### config.mk
export PLATFORM = sky130hd
export DESIGN_NAME = cubic_interp_engine
export DESIGN_NICKNAME = d
export VERILOG_FILES = /design/src/rtl/cubic_pkg.sv /design/src/rtl/interp_round_clamp.sv /design/src/rtl/cubic_interp_engine.sv
export SDC_FILE = /design/constraint.sdc
export NUM_CORES = 1
export LEC_CHECK = 0
export BUFFER_PORTS_ARGS = -buffer_cell sky130_fd_sc_hd__buf_2
export CORE_ASPECT_RATIO = 0.75
export CORE_MARGIN = 3
export CORE_UTILIZATION = 39
export DETAILED_ROUTE_END_ITERATION = 8
export PLACE_DENSITY = 0.56
export SYNTH_ARGS = -nofsm -noshare
export SYNTH_HDL_FRONTEND = slang
export SYNTH_HIERARCHICAL = 1
export SYNTH_SLANG_ARGS = --single-unit
### constraint.sdc
create_clock -name clk -period 25 [get_ports clk]
set_clock_uncertainty 0.2 [all_clocks]
set_input_delay 5 -clock clk [delete_from_list [all_inputs] [get_ports clk]]
set_output_delay 5 -clock clk [all_outputs]
set_load 0.01 [all_outputs]
### src/rtl/cubic_pkg.sv
// Shared mode codes, FSM state encoding and width helper for the cubic interpolation engine.
package cubic_pkg;

   typedef enum logic [1:0] {
      MODE_CUBIC   = 2'd0,
      MODE_LINEAR  = 2'd1,
      MODE_NEAREST = 2'd2,
      MODE_RSVD    = 2'd3
   } mode_t;

   typedef enum logic [2:0] {
      ST_IDLE = 3'd0,
      ST_H1   = 3'd1,
      ST_H2   = 3'd2,
      ST_H3   = 3'd3,
      ST_OUT  = 3'd4
   } state_t;

   // Headroom for three exact Horner steps of a (DATA_W+4)-bit coefficient by FRAC_W-bit t.
   function automatic int acc_width(input int data_w, input int frac_w);
      return data_w + 32'sd3 * frac_w + 32'sd6;
   endfunction

endpackage

### src/rtl/interp_round_clamp.sv
// Mode-dependent final scaling: round-half-up shift of the accumulator (or nearest pick), saturated to DATA_W.
module interp_round_clamp
   import cubic_pkg::*;
#(
   parameter int DATA_W = 8,
   parameter int FRAC_W = 8,
   parameter int ACC_W  = acc_width(DATA_W, FRAC_W)
) (
   input  logic signed [ACC_W-1:0]  acc,
   input  mode_t                    mode,
   input  logic        [DATA_W-1:0] p1,
   input  logic        [DATA_W-1:0] p2,
   input  logic        [FRAC_W-1:0] frac,
   output logic        [DATA_W-1:0] res
);

   localparam logic signed [ACC_W-1:0] CUBIC_HALF = ACC_W'(1'b1) << (3 * FRAC_W);
   localparam logic signed [ACC_W-1:0] LIN_HALF   = ACC_W'(1'b1) << (FRAC_W - 1);
   localparam logic signed [ACC_W-1:0] RES_MAX    = ACC_W'({DATA_W{1'b1}});

   logic signed [ACC_W-1:0] shifted_s;

   // Scale per mode, then saturate into the unsigned output range
   always_comb begin
      shifted_s = '0;
      res       = '0;
      case (mode)
         MODE_LINEAR:  shifted_s = (acc + LIN_HALF) >>> FRAC_W;
         MODE_NEAREST: shifted_s = frac[FRAC_W-1] ? $signed(ACC_W'(p2)) : $signed(ACC_W'(p1));
         default:      shifted_s = (acc + CUBIC_HALF) >>> (3 * FRAC_W + 1);
      endcase
      if (shifted_s[ACC_W-1]) begin
         res = '0;
      end else if (shifted_s > RES_MAX) begin
         res = '1;
      end else begin
         res = shifted_s[DATA_W-1:0];
      end
   end

endmodule

### src/rtl/cubic_interp_engine.sv
// Catmull-Rom / linear / nearest interpolator with valid-ready handshakes and one shared
// multiplier running a fixed IDLE->H1->H2->H3->OUT schedule.
module cubic_interp_engine
   import cubic_pkg::*;
#(
   parameter int DATA_W = 8,
   parameter int FRAC_W = 8,
   parameter int ACC_W  = acc_width(DATA_W, FRAC_W)
) (
   input  logic                  clk,
   input  logic                  rst_n,
   input  logic                  in_valid,
   output logic                  in_ready,
   input  logic [4*DATA_W-1:0]   in_p,
   input  logic [FRAC_W-1:0]     in_frac,
   input  logic [1:0]            in_mode,
   output logic                  out_valid,
   input  logic                  out_ready,
   output logic [DATA_W-1:0]     out_data
);

   localparam int CW = DATA_W + 4;

   state_t                  state_r, state_nx_s;
   mode_t                   mode_r, mode_in_s;
   logic                    accept_s, use_mul_s;
   logic signed [CW-1:0]    p0_s, p1_s, p2_s, p3_s, d12_s;
   logic signed [CW-1:0]    coef_a_s, coef_b_s, coef_c_s, coef_d_s;
   logic signed [CW-1:0]    a_r, b_r, c_r, d_r;
   logic [DATA_W-1:0]       p1_r, p2_r;
   logic [FRAC_W-1:0]       frac_r;
   logic signed [ACC_W-1:0] acc_r, acc_nx_s, mul_a_s, add_s, frac_ext_s, prod_s;
   logic [DATA_W-1:0]       res_s, out_data_r;
   logic                    out_valid_r;

   assign in_ready  = (state_r == ST_IDLE);
   assign accept_s  = in_valid && in_ready;
   assign out_valid = out_valid_r;
   assign out_data  = out_data_r;

   assign p0_s  = $signed({4'b0000, in_p[0*DATA_W +: DATA_W]});
   assign p1_s  = $signed({4'b0000, in_p[1*DATA_W +: DATA_W]});
   assign p2_s  = $signed({4'b0000, in_p[2*DATA_W +: DATA_W]});
   assign p3_s  = $signed({4'b0000, in_p[3*DATA_W +: DATA_W]});
   assign d12_s = p1_s - p2_s;

   // Catmull-Rom coefficients scaled by 2, built from shifts and adds
   assign coef_a_s = p3_s - p0_s + (d12_s <<< 1) + d12_s;
   assign coef_b_s = (p0_s <<< 1) - (p1_s <<< 2) - p1_s + (p2_s <<< 2) - p3_s;
   assign coef_c_s = p2_s - p0_s;
   assign coef_d_s = p1_s <<< 1;

   // Reserved mode code falls back to cubic at capture time
   always_comb begin
      mode_in_s = MODE_CUBIC;
      case (in_mode)
         2'd1:    mode_in_s = MODE_LINEAR;
         2'd2:    mode_in_s = MODE_NEAREST;
         default: mode_in_s = MODE_CUBIC;
      endcase
   end

   // FSM state register
   always_ff @(posedge clk or negedge rst_n) begin
      if (!rst_n) begin
         state_r <= ST_IDLE;
      end else begin
         state_r <= state_nx_s;
      end
   end

   // FSM next-state logic
   always_comb begin
      state_nx_s = state_r;
      case (state_r)
         ST_IDLE: if (accept_s) state_nx_s = ST_H1; else state_nx_s = ST_IDLE;
         ST_H1:   state_nx_s = ST_H2;
         ST_H2:   state_nx_s = ST_H3;
         ST_H3:   state_nx_s = ST_OUT;
         ST_OUT:  if (out_ready) state_nx_s = ST_IDLE; else state_nx_s = ST_OUT;
         default: state_nx_s = ST_IDLE;
      endcase
   end

   // Multiplier operand and addend selection; linear uses P1*S + (P2-P1)*t in one product
   always_comb begin
      mul_a_s   = '0;
      add_s     = '0;
      use_mul_s = 1'b0;
      case (state_r)
         ST_H1: begin
            if (mode_r == MODE_LINEAR) begin
               mul_a_s   = ACC_W'($signed({1'b0, p2_r})) - ACC_W'($signed({1'b0, p1_r}));
               add_s     = $signed(ACC_W'(p1_r)) <<< FRAC_W;
               use_mul_s = 1'b1;
            end else if (mode_r == MODE_NEAREST) begin
               use_mul_s = 1'b0;
            end else begin
               mul_a_s   = ACC_W'(a_r);
               add_s     = ACC_W'(b_r) <<< FRAC_W;
               use_mul_s = 1'b1;
            end
         end
         ST_H2: begin
            if (mode_r == MODE_CUBIC) begin
               mul_a_s   = acc_r;
               add_s     = ACC_W'(c_r) <<< (2 * FRAC_W);
               use_mul_s = 1'b1;
            end else begin
               use_mul_s = 1'b0;
            end
         end
         ST_H3: begin
            if (mode_r == MODE_CUBIC) begin
               mul_a_s   = acc_r;
               add_s     = ACC_W'(d_r) <<< (3 * FRAC_W);
               use_mul_s = 1'b1;
            end else begin
               use_mul_s = 1'b0;
            end
         end
         default: use_mul_s = 1'b0;
      endcase
   end

   assign frac_ext_s = $signed({{(ACC_W-FRAC_W){1'b0}}, frac_r});
   assign prod_s     = mul_a_s * frac_ext_s;
   assign acc_nx_s   = use_mul_s ? (prod_s + add_s) : acc_r;

   // Operand capture on accept, accumulator update otherwise
   always_ff @(posedge clk or negedge rst_n) begin
      if (!rst_n) begin
         a_r    <= '0;
         b_r    <= '0;
         c_r    <= '0;
         d_r    <= '0;
         p1_r   <= '0;
         p2_r   <= '0;
         frac_r <= '0;
         mode_r <= MODE_CUBIC;
         acc_r  <= '0;
      end else if (accept_s) begin
         a_r    <= coef_a_s;
         b_r    <= coef_b_s;
         c_r    <= coef_c_s;
         d_r    <= coef_d_s;
         p1_r   <= in_p[1*DATA_W +: DATA_W];
         p2_r   <= in_p[2*DATA_W +: DATA_W];
         frac_r <= in_frac;
         mode_r <= mode_in_s;
         acc_r  <= '0;
      end else begin
         acc_r  <= acc_nx_s;
      end
   end

   // Final scaling sees the H3 result combinationally so it can be registered on the H3->OUT edge
   interp_round_clamp #(
      .DATA_W (DATA_W),
      .FRAC_W (FRAC_W),
      .ACC_W  (ACC_W)
   ) u_round_clamp (
      .acc  (acc_nx_s),
      .mode (mode_r),
      .p1   (p1_r),
      .p2   (p2_r),
      .frac (frac_r),
      .res  (res_s)
   );

   // Registered result and valid flag
   always_ff @(posedge clk or negedge rst_n) begin
      if (!rst_n) begin
         out_valid_r <= 1'b0;
         out_data_r  <= '0;
      end else begin
         out_valid_r <= (state_nx_s == ST_OUT);
         if (state_r == ST_H3) begin
            out_data_r <= res_s;
         end else begin
            out_data_r <= out_data_r;
         end
      end
   end

endmodule

======== Word-level counts from Yosys, hierarchy flattened ========
Index checks and enable logic that the tools add are counted.
operators by class
  add/sub/neg operators ................... 13
  multiply operators ...................... 1
  muxes and demuxes ....................... 23
  order comparisons ....................... 1
  eq/ne operators ......................... 9
  reductions and logical operators ........ 4
operator list
  kind                                                                   count
  38-bit two-way mux                                                     8
  38-bit one-hot mux with 2 select lines                                 2
  38-bit one-hot mux with 3 select lines                                 1
  38-bit by 26-bit adder with 38-bit output, second input constant       1
  38-bit adder                                                           1
  38-bit by 9-bit adder with 38-bit output, second input constant        1
  38-bit by 9-bit > comparator with 1-bit output, second input constant  1
  38-bit by 9-bit multiplier with 38-bit output                          1
  8-bit by 8-bit subtractor with 9-bit output                            4
  33-bit two-way mux                                                     1
  8-bit two-way mux                                                      3
  3-bit one-hot mux with 5 select lines                                  1
  11-bit by 9-bit adder with 12-bit output                               1
  12-bit by 11-bit adder with 12-bit output                              1
  11-bit by 9-bit subtractor with 12-bit output                          1
  12-bit by 9-bit subtractor with 12-bit output                          1
  9-bit by 10-bit adder with 11-bit output                               1
  9-bit by 10-bit subtractor with 11-bit output                          1
  3-bit by 2-bit equality test with 1-bit output, second input constant  2
  3-bit equality test, second input constant                             2
  2-bit by 1-bit equality test with 1-bit output, second input constant  2
  2-bit equality test, second input constant                             2
  1-bit two-way mux                                                      4
  2-bit one-hot mux with 2 select lines                                  1
  other kinds (7)                                                        7
storage, ports and cells
  word-level logic and storage cells ...... 62
  register bits after elaboration ......... 112
  bits of input ports ..................... 46

======== Depth between registers and ports, before layout ========
Gate-level depths: netlist (run 1).
  word-level depth ........................ 12
  mapped depth ............................ 40
  depth with buffers taken out ............ 39

======== Modules after synthesis ========
Netlist (run 1), hierarchy kept.
by module, submodules not included
  module               cells an instance  sequential area each (um^2)  times used  area each (um^2)
  cubic_interp_engine  1,954              2,727.6                      1           17,080.1
  interp_round_clamp   181                0.0                          1           1,273.7

======== Worst setup path after synthesis (run 1) ========
OpenSTA, ideal clock, no wires.
  kind .................................... flip-flop to flip-flop
  start ................................... register p2_r[0]
  end ..................................... register out_data_r[5], in the netlist out_data[5]
  arrival ................................. 9,324 ps
  stages on the path, launching flop included .. 38
  setup slack ............................. 15,351 ps
  data required time ...................... 24,675 ps
  buffers on the path ..................... 3
  path through ............................ dfrtp_1 inv_1 ha_1 fa_1 nor2b_4 o2111a_1 o311a_4 o21ai_2 buf_2 buf_1 a21o_1 nand2_1 fa_1 inv_1 fa_1 fa_1 fa_1 inv_1 (+2 left out) ha_1 a2111oi_0 o211ai_1 and3_1 a211o_1 a31o_2 xnor2_1 a21oi_1 ha_1 and4_1 clkbuf_1 and4_1 o21ai_0 o311ai_0 o2111ai_1 nor4b_4 o2bb2ai_1 mux2_2
on the way
  cells in the longest elaborated chain, start to end .. 11
  elaborated cells between the ends (all ways) .. 13
RTL lines
  item                                                                                                   RTL line                                            source
  start, declared                                                                                        cubic_interp_engine.sv:30                           logic [DATA_W-1:0] p1_r, p2_r;
  start signal, assigned                                                                                 cubic_interp_engine.sv:148                          p2_r <= in_p[2*DATA_W +: DATA_W];
  8-bit by 8-bit subtractor with 9-bit output (*)                                                        cubic_interp_engine.sv:93                           mul_a_s = ACC_W'($signed({1'b0, p2_r})) - ACC_W'($signed({1'b0, p1_r}));
  38-bit two-way mux (*)                                                                                 cubic_interp_engine.sv:92                           if (mode_r == MODE_LINEAR) begin
  38-bit one-hot mux with 2 select lines (*)                                                             cubic_interp_engine.sv:90                           case (state_r)
  38-bit by 9-bit multiplier with 38-bit output (*)                                                      cubic_interp_engine.sv:127                          assign prod_s = mul_a_s * frac_ext_s;
  38-bit adder (*)                                                                                       cubic_interp_engine.sv:128                          assign acc_nx_s = use_mul_s ? (prod_s + add_s) : acc_r;
  38-bit two-way mux (*)                                                                                 cubic_interp_engine.sv:128
  net acc_nx_s[24]                                                                                       cubic_interp_engine.sv:32                           logic signed [ACC_W-1:0] acc_r, acc_nx_s, mul_a_s, add_s, frac_ext_s, prod_s;
  38-bit by 26-bit adder with 38-bit output or 38-bit by 9-bit adder with 38-bit output (tied branches)  interp_round_clamp.sv:30, interp_round_clamp.sv:28
  38-bit one-hot mux with 2 select lines (*)                                                             interp_round_clamp.sv:27                            case (mode)
  38-bit by 9-bit > comparator with 1-bit output                                                         interp_round_clamp.sv:34                            end else if (shifted_s > RES_MAX) begin
  8-bit two-way mux                                                                                      interp_round_clamp.sv:34
  8-bit two-way mux (*)                                                                                  interp_round_clamp.sv:32                            if (shifted_s[ACC_W-1]) begin
  net res_s[5]                                                                                           cubic_interp_engine.sv:33                           logic [DATA_W-1:0] res_s, out_data_r;
  end signal, assigned                                                                                   cubic_interp_engine.sv:179                          out_data_r <= res_s;
  end signal, assigned                                                                                   cubic_interp_engine.sv:181                          out_data_r <= out_data_r;
  end, declared                                                                                          cubic_interp_engine.sv:33
Mark *: on every way through the listed nets, which the timed path passes. The rest lies on a longest branch.
A chain may end at the register's enable or synchronous reset.

======== Final worst setup path (run 1) ========
  start ................................... register p1_r[2]
  end ..................................... register out_data_r[5], in the netlist out_data[5]
on the way
  cells in the longest elaborated chain, start to end .. 11
  elaborated cells between the ends (all ways) .. 16
RTL lines
  item                                                                                                   RTL line                                            source
  start, declared                                                                                        cubic_interp_engine.sv:30
  start signal, assigned                                                                                 cubic_interp_engine.sv:147                          p1_r <= in_p[1*DATA_W +: DATA_W];
  8-bit by 8-bit subtractor with 9-bit output                                                            cubic_interp_engine.sv:93
  38-bit two-way mux                                                                                     cubic_interp_engine.sv:92
  38-bit one-hot mux with 2 select lines                                                                 cubic_interp_engine.sv:90
  38-bit by 9-bit multiplier with 38-bit output                                                          cubic_interp_engine.sv:127
  38-bit adder (*)                                                                                       cubic_interp_engine.sv:128
  38-bit two-way mux (*)                                                                                 cubic_interp_engine.sv:128
  net acc_nx_s[31]                                                                                       cubic_interp_engine.sv:32
  38-bit by 26-bit adder with 38-bit output or 38-bit by 9-bit adder with 38-bit output (tied branches)  interp_round_clamp.sv:30, interp_round_clamp.sv:28
  38-bit one-hot mux with 2 select lines (*)                                                             interp_round_clamp.sv:27
  38-bit by 9-bit > comparator with 1-bit output                                                         interp_round_clamp.sv:34
  8-bit two-way mux                                                                                      interp_round_clamp.sv:34
  8-bit two-way mux (*)                                                                                  interp_round_clamp.sv:32
  net res_s[5]                                                                                           cubic_interp_engine.sv:33
Marked as above.

==> out/results.ini, run 1 <==
[global_route]
grt_pass1_wl_um=85570
grt_pass1_vias=15150
grt_overflow=0
grt_usage=0.2174
antenna_found_initial=0
grt_max_degree=103

[clock_network]
cts-resized-gates=0
post_cts_buffers=0
cts-buffers-inserted=9
clk_pin_slew_ps=80
cts_tree=yes
holdBufCountCts=0
cts_sinks=109
htreeDepth=3
clockBufferDepth=2
insertion_delay_ps=360
cts_root_buf=clkbuf_16

[timing]
grt_setup_unrepaired=no
min_period_ps=11360
setup_viol=0
max_clock_freq_mhz=88.02
hold_viol=0
tns_ps=0
tightest_slew_ps=978.7
relSlewSlack=0.3415
timing.final.crit_share=0.4544
drv_slew=0
whs_ps=285.7

[hold_path]
hp-class=register to register
hold_start=a_r[2]$_DFFE_PN0P_
whs_path_depth=2
hold_path_end=a_r[2]$_DFFE_PN0P_

[job]
max_cap_violations=0

[place]
place.gp.congestion=0.9648
dp_hpwl_um=43110
port_buffers=55
place_inst=2746

[detailed_routing]
routed_wirelength_um=52860
drt_iter0_markers=1002
drcViolationCount=0
vias=14650
ant_nets=0
routed_via_density=5.304
first_pass_iters=5
avgRoutedWirePerCell_um=19.14

[floorplanning]
die-area_um2=49670
fp.dieW_um=256.3
initial_core_util=0.3968
core_um2=46200
die_h_um=193.8
ios=56
rows=68

[synth]
synth_nets=2570
syn-cell-area_um2=18330
yosys_warnings=6
synthCells=2129
avgSynthCellArea_um2=8.610

[layout]
drive_gt1_frac=0.07176
antenna_cells=0
areaGrowthSynthToFinish_pct=6.129
layout.nets=2568
final_cells=2762
fin_util=0.4211

[critical_path]
crit_slowest_cell=o21ai_1
crit_fanout=9
worst-path-stages=35
arrival_ps=11410
critPathTopFamily=compound AO/OA/AOI/OAI gates
worst-r2r-cell-count=35
cp-start-kind=register
crit_path_frequent_cell=fa_1
worstPathRequired_ps=25050
r2r-start=p1_r[2]$_DFFE_PN0P_
crit_path_max_incr_delay_ps=660
r2r-end=out_data[5]$_DFFE_PN0P_
path_class=register to register
worst-path-buf-inv=4
end_kind=register
rrSetupSlack_ps=13640
crit_path_start=p1_r[2]$_DFFE_PN0P_

[status]
status=finished, final reports clean

-- layout make-up --
| class | count | area, um2 |
|---|---|---|
| clock buffer | 11 | 242.7 |
| clock inverter | 5 | 81.33 |
| fill | 4684 | 26740 |
| inverter | 330 | 1239 |
| multi-input combinational | 1603 | 13950 |
| sequential | 109 | 2729 |
| tap | 630 | 788.3 |
| timing repair buffer | 74 | 420.4 |
-- cells in the final DEF (no fill, tap or decap), types with 54 or more instances in the layout --
| cell | count |
|---|---|
| a21oi_1 | 108 |
| and2_1 | 166 |
| buf_2 | 54 |
| dfrtp_1 | 108 |
| fa_1 | 250 |
| ha_1 | 145 |
| inv_1 | 330 |
| nand2_1 | 312 |
| nor2_1 | 56 |
| o21ai_0 | 103 |
| xnor2_1 | 57 |
-- how the worst max path moves through the flow --
stage / endpoint / slack, ps
after floorplan: out_data[5]$_DFFE_PN0P_ / 15350
after CTS: out_data[5]$_DFFE_PN0P_ / 13900
after global routing: out_data[5]$_DFFE_PN0P_ / 13080
after detailed placement: out_data[5]$_DFFE_PN0P_ / 13920
after global placement: out_data[6]$_DFFE_PN0P_ / 14330
final: out_data[5]$_DFFE_PN0P_ / 13640
-- state kept, by name (all words and copies together), names as in the netlist --
signal	count
out_data	8
acc_r	38
mode_r	2
state_r	3
a_r	12
out_valid	1
b_r	12
frac_r	8
p1_r	8
p2_r	8
c_r	9
-- layer usage --
metal / vias to the layer above / part of all wire / track usage
li1: 6860 / - / -
met1: 7314 / 0.50 / 0.3355
met2: 438 / 0.42 / 0.3158
met3: 39 / 0.073 / 0.04726
met4: 0 / 0.011 / 0.03334
met5: - / 0 / 0
-- per-stage QoR --
step           area (um2)  setup slack (ps)
2_1_floorplan       18330             15350
3_3_place_gp        19130             14330
3_5_place_dp        19130             13920
4_1_cts             19450             13900
5_1_grt             19450             13080
6_report            19450             13640
-- worst register-to-register path: cells and delay by family (launching register included) --
family | cells | cell delay [ps]
AO/OA/AOI/OAI | 12 | 4250
adder cells (fa/ha/maj) | 7 | 3350
AND/OR/NAND/NOR | 11 | 2520
flip-flops | 1 | 380
multiplexers | 1 | 280
buffers and inverters | 4 | 260
Power of run 1 is not shown: default switching activity piles up to over one toggle a cycle in this logic, so the estimate is an artifact.
==> run 2: changes to the inputs <==
Clock period 25 ns to 11.9 ns, I/O delays scaled along.
==> run 2 against run 1 <==
Effect of this change: hold slack better by 1.3 ps; via count is 0.70% higher; final cell count is 0.22% higher; flip-flop and latch count is the same; register-to-register slack worse by 13000 ps; die area did not move; routed wire length increased by 2.3%; critical path depth increased by 1; critical endpoint is now out_data[6]$_DFFE_PN0P_; highest routed layer unchanged.
==> out/results.ini, run 2 (same netlist as run 1, synthesis figures left out) <==
[timing]
min_period_ps=11010
whs_ps=287.0
tightest_slew_ps=1196
grt_setup_unrepaired=no
timing.final.crit_share=0.9255
tns_ps=0
max_clock_freq_mhz=90.80
drv_slew=0
relSlewSlack=0.2029
setup_viol=0
hold_viol=0

[place]
port_buffers=55
dp_hpwl_um=44450
place.gp.congestion=0.9111

[critical_path]
cp-start-kind=register
r2r-end=out_data[6]$_DFFE_PN0P_
worst-path-buf-inv=3
critPathTopFamily=adder cells
worst-r2r-cell-count=36
crit_slowest_cell=fa_1
worstPathRequired_ps=11960
arrival_ps=11080
worst-path-stages=36
crit_path_max_incr_delay_ps=570
end_kind=register
crit_fanout=9
crit_path_start=p1_r[0]$_DFFE_PN0P_
r2r-start=p1_r[0]$_DFFE_PN0P_
endpoint=out_data[6]$_DFFE_PN0P_
path_class=register to register
crit_path_frequent_cell=fa_1
rrSetupSlack_ps=890

[detailed_routing]
dr_wl_met2_um=21930
vias=14750
ant_nets=0
drt_iter0_markers=1240
wl_met1_um=27290
routed_wirelength_um=54070
routed.top_layer=met4
drcViolationCount=0
routed_via_density=5.330
avgRoutedWirePerCell_um=19.53
met3_length_um=3934
first_pass_iters=6

[global_route]
grt_pass1_wl_um=86970
grt_usage=0.2227
antenna_found_initial=0
grt_pass1_vias=14950
grt_max_degree=104
grt_overflow=0

[clock_network]
cts-buffers-inserted=9
cts_tree=yes
htreeDepth=3
cts_sinks=109
insertion_delay_ps=380
clockBufferDepth=2
clk_pin_slew_ps=80
cts_root_buf=clkbuf_16
cts-resized-gates=0
holdBufCountCts=0
post_cts_buffers=0

[layout]
drive_gt1_frac=0.07484
final_cell_mix=inv_1 (330), nand2_1 (312), fa_1 (250)
top_regs=acc_r (38), a_r (12), b_r (12)
antenna_cells=0
seq_area_um2=2729
layout.nets=2574
final_common_cell=inv_1
fin_util=0.4214
areaGrowthSynthToFinish_pct=6.211
largest_reg_flops=38
fillers=4701
top_register=acc_r
multi_input_area_um2=13950

[floorplanning]
fp.dieW_um=256.3
die_h_um=193.8
core_um2=46200
rows=68
die-area_um2=49670
initial_core_util=0.3968
ios=56

[job]
max_cap_violations=0

[hold_path]
whs_path_depth=2
hp-class=register to register

[status]
status=finished, final reports clean

==> run 2: cell count changes in the layout (fill, tap and decap cells not counted), sizes merged <==
| cell | change |
|---|---|
| bufinv | -2 |
| clkbuf | -2 |
| clkinv | +3 |
| inv | +1 |
| buf | +6 |
==> run 2: worst register-to-register path: cells and delay by family, from the launching register on <==
| family | cells | cell delay (ps) |
|---|---|---|
| adder cells (fa/ha/maj) | 8 | 3680 |
| AND/OR/NAND/NOR | 14 | 3110 |
| AO/OA/AOI/OAI | 9 | 2890 |
| flip-flops | 1 | 450 |
| multiplexers | 1 | 280 |
| buffers and inverters | 3 | 160 |
| XOR/XNOR | 1 | 140 |
==> run 2: layer usage <==
layer | global-route usage | vias to the layer above
met3 | 0.04478 | 61
met4 | 0.04094 | 0
met1 | 0.3534 | 7360
met2 | 0.3111 | 454
met5 | 0 | -
li1 | - | 6878
==> run 2: cell type report <==
class,count,area share
multi-input cells,1603,0.7167
flip-flops and latches,109,0.1402
repair buffers,80,0.02391
clock inverters,7,0.003534
inverters,330,0.06362
well taps,630,0.04049
clock buffers,9,0.01157
==> run 2: worst min-delay path by stage <==
| stage | startpoint | endpoint |
|---|---|---|
| global placement | b_r[0]$_DFFE_PN0P_ | b_r[0]$_DFFE_PN0P_ |
| floorplan | b_r[0]$_DFFE_PN0P_ | b_r[0]$_DFFE_PN0P_ |
| CTS | b_r[0]$_DFFE_PN0P_ | b_r[0]$_DFFE_PN0P_ |
| finish | b_r[0]$_DFFE_PN0P_ | b_r[0]$_DFFE_PN0P_ |
| detailed placement | b_r[0]$_DFFE_PN0P_ | b_r[0]$_DFFE_PN0P_ |
| global route | a_r[5]$_DFFE_PN0P_ | a_r[5]$_DFFE_PN0P_ |
==> run 2: metrics by stage <==
step	setup WS [ps]	cell area, um2	std cells
after CTS	953.5	19470	2768
after detailed placement	1012	19180	2752
after global routing	130.8	19470	2768
final	886.4	19470	2768
after floorplan	2251	18330	2129
after global placement	1346	19180	2752
Power of run 2 is left out for the same reason.
